==> config.mk <==
export PLATFORM = sky130hd
export DESIGN_NAME = alu_seq_core
export DESIGN_NICKNAME = d
export VERILOG_FILES = /design/src/rtl/alu_seq_core.sv
export SDC_FILE = /design/constraint.sdc
export NUM_CORES = 1
export LEC_CHECK = 0
export CAP_MARGIN = 0
export CORE_UTILIZATION = 50
export CTS_CLUSTER_SIZE = 12
export DETAILED_ROUTE_END_ITERATION = 8
export GPL_TIMING_DRIVEN = 0
export MAX_ROUTING_LAYER = met4
export PLACE_DENSITY = 0.71
export SLEW_MARGIN = 10
export SYNTH_ARGS = -nofsm -noshare
export SYNTH_HDL_FRONTEND = slang
export SYNTH_SLANG_ARGS = --single-unit
==> constraint.sdc <==
create_clock -name clk -period 4.1 [get_ports clk]
set_input_delay 1.025 -clock clk [delete_from_list [all_inputs] [get_ports clk]]
set_output_delay 1.025 -clock clk [all_outputs]
set_load 0.02 [all_outputs]
==> src/rtl/alu_seq_core.sv <==
// alu_seq_core: parametrised sequential ALU with start/done handshake.
// Single-cycle ADD/SUB/AND/OR/XOR/SHL plus iterative unsigned MUL/DIV.
// Ports: clk, rst_n (async, active low), ena (clock enable), start, op[2:0],
//        a/b[WIDTH-1:0] in; busy, done, res_lo/res_hi[WIDTH-1:0],
//        flags[3:0] = {Z, C, V, DZ} out.
module alu_seq_core #(
    parameter int WIDTH = 8,
    localparam int CW = $clog2(WIDTH + 1)
) (
    input  logic             clk,
    input  logic             rst_n,
    input  logic             ena,
    input  logic             start,
    input  logic [2:0]       op,
    input  logic [WIDTH-1:0] a,
    input  logic [WIDTH-1:0] b,
    output logic             busy,
    output logic             done,
    output logic [WIDTH-1:0] res_lo,
    output logic [WIDTH-1:0] res_hi,
    output logic [3:0]       flags
);

    localparam logic [2:0] OP_ADD = 3'd0;
    localparam logic [2:0] OP_SUB = 3'd1;
    localparam logic [2:0] OP_AND = 3'd2;
    localparam logic [2:0] OP_OR  = 3'd3;
    localparam logic [2:0] OP_XOR = 3'd4;
    localparam logic [2:0] OP_SHL = 3'd5;
    localparam logic [2:0] OP_MUL = 3'd6;
    localparam logic [2:0] OP_DIV = 3'd7;

    typedef enum logic [1:0] {
        IDLE = 2'd0,
        EXEC = 2'd1,
        DONE = 2'd2
    } state_t;

    state_t state, state_nxt;

    // lo_q holds operand a on accept; during MUL it is the shifting
    // multiplier / product low half, during DIV the quotient.
    // hi_q is the product high half (MUL) or partial remainder (DIV).
    logic [2:0]       op_q;
    logic [WIDTH-1:0] b_q;
    logic [WIDTH-1:0] lo_q;
    logic [WIDTH-1:0] hi_q;
    logic [CW-1:0]    count;

    logic iter_req;
    assign iter_req = (op == OP_MUL) || ((op == OP_DIV) && (b != '0));

    // Shift-add multiply step.
    logic [WIDTH:0]   mul_sum;
    logic [WIDTH-1:0] mul_hi;
    logic [WIDTH-1:0] mul_lo;
    assign mul_sum = {1'b0, hi_q} + (lo_q[0] ? {1'b0, b_q} : '0);
    assign mul_hi  = mul_sum[WIDTH:1];
    assign mul_lo  = {mul_sum[0], lo_q[WIDTH-1:1]};

    // Restoring divide step. The partial remainder is always below the
    // divisor, so the difference fits in WIDTH bits when it is kept.
    logic [WIDTH:0]   div_shl;
    logic             div_ge;
    logic [WIDTH-1:0] div_sub;
    logic [WIDTH-1:0] div_hi;
    logic [WIDTH-1:0] div_lo;
    assign div_shl = {hi_q, lo_q[WIDTH-1]};
    assign div_ge  = div_shl >= {1'b0, b_q};
    assign div_sub = div_shl[WIDTH-1:0] - b_q;
    assign div_hi  = div_ge ? div_sub : div_shl[WIDTH-1:0];
    assign div_lo  = {lo_q[WIDTH-2:0], div_ge};

    // Single-cycle datapath on the latched operands.
    logic [WIDTH:0] add_w;
    logic [WIDTH:0] sub_w;
    logic [WIDTH:0] shl_w;
    assign add_w = {1'b0, lo_q} + {1'b0, b_q};
    assign sub_w = {1'b0, lo_q} - {1'b0, b_q};
    // Bit WIDTH of the widened shift is the last bit shifted out.
    assign shl_w = {1'b0, lo_q} << b_q[CW-1:0];

    logic [WIDTH-1:0] r_lo;
    logic [WIDTH-1:0] r_hi;
    logic             r_c;
    logic             r_v;
    logic             r_dz;
    logic             r_z;

    always_comb begin
        r_lo = '0;
        r_hi = '0;
        r_c  = 1'b0;
        r_v  = 1'b0;
        r_dz = 1'b0;
        case (op_q)
            OP_ADD: begin
                r_lo = add_w[WIDTH-1:0];
                r_c  = add_w[WIDTH];
                r_v  = (lo_q[WIDTH-1] == b_q[WIDTH-1]) &&
                       (add_w[WIDTH-1] != lo_q[WIDTH-1]);
            end
            OP_SUB: begin
                r_lo = sub_w[WIDTH-1:0];
                r_c  = sub_w[WIDTH];
                r_v  = (lo_q[WIDTH-1] != b_q[WIDTH-1]) &&
                       (sub_w[WIDTH-1] != lo_q[WIDTH-1]);
            end
            OP_AND: r_lo = lo_q & b_q;
            OP_OR:  r_lo = lo_q | b_q;
            OP_XOR: r_lo = lo_q ^ b_q;
            OP_SHL: begin
                r_lo = shl_w[WIDTH-1:0];
                r_c  = shl_w[WIDTH];
            end
            OP_MUL: begin
                r_lo = lo_q;
                r_hi = hi_q;
            end
            OP_DIV: begin
                if (b_q == '0) begin
                    r_lo = '1;
                    r_hi = lo_q;
                    r_dz = 1'b1;
                end else begin
                    r_lo = lo_q;
                    r_hi = hi_q;
                end
            end
            default: ;
        endcase
    end

    assign r_z = (r_lo == '0) && (r_hi == '0);

    always_ff @(posedge clk or negedge rst_n) begin
        if (!rst_n) state <= IDLE;
        else        state <= state_nxt;
    end

    always_comb begin
        state_nxt = state;
        if (ena) begin
            case (state)
                IDLE: if (start) state_nxt = iter_req ? EXEC : DONE;
                EXEC: if (count == CW'(1)) state_nxt = DONE;
                DONE: state_nxt = IDLE;
                default: state_nxt = IDLE;
            endcase
        end
    end

    always_ff @(posedge clk or negedge rst_n) begin
        if (!rst_n) begin
            op_q   <= '0;
            b_q    <= '0;
            lo_q   <= '0;
            hi_q   <= '0;
            count  <= '0;
            busy   <= 1'b0;
            done   <= 1'b0;
            res_lo <= '0;
            res_hi <= '0;
            flags  <= '0;
        end else if (ena) begin
            done <= 1'b0;
            // Registered one cycle behind the state so busy rises the
            // cycle after accept and drops together with done.
            busy <= (state == EXEC);
            case (state)
                IDLE: begin
                    if (start) begin
                        op_q  <= op;
                        b_q   <= b;
                        lo_q  <= a;
                        hi_q  <= '0;
                        count <= iter_req ? CW'(WIDTH) : '0;
                    end
                end
                EXEC: begin
                    count <= count - CW'(1);
                    if (op_q == OP_MUL) begin
                        hi_q <= mul_hi;
                        lo_q <= mul_lo;
                    end else begin
                        hi_q <= div_hi;
                        lo_q <= div_lo;
                    end
                end
                DONE: begin
                    done   <= 1'b1;
                    res_lo <= r_lo;
                    res_hi <= r_hi;
                    flags  <= {r_z, r_c, r_v, r_dz};
                end
                default: ;
            endcase
        end
    end

endmodule

==> out/metrics.yaml <==
run_status:
  run_status: "finished clean"
clock_network:
  clock_path_buffers: 2
  h-tree-depth: 2
  clk_latency_ps: 320
  root_buffer: "clkbuf_8"
  holdBufCountCts: 0
  clkSinkCount: 55
  cts_tree: "built"
  cts_setup_buffers: 0
  clk_pin_slew_ps: 120
  cts_resized: 0
  cts_buffers: 5
power:
  switching_share: 0.531
  powerDensity_mw_per_mm2: 898
  pwr-share-comb: 0.706
  p_leak_uw: 0.00232
  pwr-share-seq: 0.225
  ir_drop_uv: 432
  power.internal_uw: 2270
  power_frac_clock: 0.069
  p_sw_uw: 2570
place:
  hpwl_um: 11800
  dpl_cell_area_mm2: 0.00530
  portBuffers: 44
  finalWeightedCongestion: 0.961
layout:
  multi_input_area_mm2: 0.00310
  synthToLayoutAreaGrowth_pct: 14.4
  final_cell_mix: "o21ai_0 (59), nor2_1 (57), nand2_1 (56)"
  drive_above_1_share: 0.0557
  final_cell_area_mm2: 0.00540
  seq_area_mm2: 0.00138
  final_common_cell: "o21ai_0"
  fillerInstances: 885
  antenna_cells: 0
  fin_nets: 698
logic_synthesis:
  synth_top_area_cell: "dfrtp_1"
  async_flop_share: 1.00
  yosysSeqAreaShare: 0.292
  ys_seq_elements: 55
  synth_cell_types: 69
  syn_nets: 647
  syn_area_mm2: 0.00472
  synthTopCellsByArea: "dfrtp_1 (29%), ha_1 (12%), o21ai_0 (6.3%), a21oi_1 (4.9%), nor2_1 (4.5%)"
  synth_cells: 576
  synth_top_area_frac: 0.292
  synth_ff_type: "dfrtp_1"
  syn_avg_cell_area_um2: 8.19
  ys_warn_count: 0
  synth-edff-count: 0
drt:
  totalWireLength_um: 15400
  dr.pass1.iters: 5
  ant_nets: 0
  routed_via_density: 6.22
  wl_per_cell_um: 20.9
  drt-initial-drc-count: 422
  routed-via-count: 4594
  drc: 0
setup_path:
  critPathMaxStageDelay_ps: 650
  path_cells: "clkinv_1, ha_1, inv_1, fa_1, nand2_1, o211ai_1, a211oi_1, nand4_1, nor2_1, nand3_1, o41ai_1"
  arrival_ps: 3810
  cp.required_ps: 4320
  crit_slowest_cell: "a211oi_1"
  startpoint_type: "register"
  r2r_cells: 11
  cp-end-kind: "register"
  crit_fanout: 10
  worst-setup-path-type: "reg2reg"
timing:
  max_freq_mhz: 279
  max-slew-margin-rel: 0.374
  clock_skew_ps: 8.25
  holdWs_ps: 489
  hold_viol: 0
  layout_min_cycle_time_ps: 3590
  rsz0062_at_grt: "no"
  finalSetupViolCount: 0
  tns_ps: 0
  finalCritPeriodShare: 0.875
  tightestPinTransition_ps: 925
  drv_slew: 0
min_path:
  hold_class: "reg2reg"
  whs_path_depth: 2
floorplanning:
  fp.dieArea_mm2: 0.00983
  initial_utilization: 0.513
  fp.coreArea_mm2: 0.00920
  num_io_pins: 45
  die_h_um: 99.1
  rows: 35
  fp.dieW_um: 99.1
grt:
  grt_util_all_layers: 0.336
  grt-ovfl-total: 0
  grt_max_degree: 56
  grt_pass1_wl_um: 24300
  grt_pass1_vias: 4389
  antenna_found_initial: 0
run:
  drv_cap: 0
==> synth_stat cells, types with 11 or more instances <==
cell,instances
a21oi_1,46
mux2i_1,11
nor3_1,15
clkbuf_1,20
dfrtp_1,55
o21ai_0,59
nand3_1,11
ha_1,44
a22oi_1,17
inv_1,33
nor2_1,57
nand2_1,56
==> path summary, 6_finish.rpt <==
kind | slack [ps] | start | to
max | 510 | lo_q[0] | flags[3]
min | 490 | flags[3] | flags[3]
max reg2reg | 510 | lo_q[0] | flags[3]
min reg2reg | 490 | flags[3] | flags[3]
max in group asynchronous | 2850 | rst_n | op_q[2]
min in group asynchronous | 730 | rst_n | flags[2]
==> stage by stage <==
step / instances / util / total power [µW] / setup WS, ps
2_1_floorplan: 576 / - / 3380 / 1520
3_3_place_gp: 731 / 0.576 / 4380 / 182
3_5_place_dp: 731 / 0.576 / 4450 / 473
4_1_cts: 739 / 0.586 / 4790 / 591
5_1_grt: 739 / 0.587 / 5220 / 451
6_report: 739 / 0.587 / 4850 / 511
==> critical path: cells and delay by family, from the launching register on <==
kind	cells	cell delay, ps
flops	1	570
fa+ha+maj	2	750
simple gates	4	580
buf+inv	2	490
compound gates	3	1080
==> power by group through the flow <==
stage	Sequential [µW]	Combinational [µW]	Clock, µW
3_3_place_gp	1080	3310	0
2_1_floorplan	1070	2310	0
5_1_grt	1110	3760	354
6_report	1090	3420	336
3_5_place_dp	1090	3360	0
4_1_cts	1070	3380	339
==> cell families after synthesis <==
family | after synthesis | share of synthesized area
multiplexers | 22 | 0.0567
AND/OR/NAND/NOR | 187 | 0.189
adder cells (fa/ha/maj) | 48 | 0.134
XOR/XNOR | 18 | 0.0334
buffers and inverters | 62 | 0.0533
flip-flops | 55 | 0.292
AO/OA/AOI/OAI | 184 | 0.242
==> layout make-up <==
class                   instances  area share
multi-input cells             459       0.574
flip-flops and latches         55       0.255
repair buffers                 44      0.0811
well taps                     111      0.0257
inverters                      36      0.0250
plain buffers                  26      0.0216
clock buffers                   5      0.0128
clock inverters                 3     0.00510
==> per-layer routing <==
| layer | track usage | wire length (µm) | up-vias |
|---|---|---|---|
| met3 | 0.0337 | 871 | 31 |
| li1 | - | - | 2172 |
| met4 | 0.118 | 459 | 0 |
| met1 | 0.447 | 6820 | 2237 |
| met2 | 0.539 | 7290 | 154 |
| met5 | - | 0 | - |
==> sequential cells by signal, summed over array words and instances (netlist names) <==
name,count
b_q,8
busy,1
count,4
done,1
flags,4
hi_q,8
lo_q,8
op_q,3
res_hi,8
res_lo,8
state,2
Note: power is estimated with default switching activity, not from simulation.
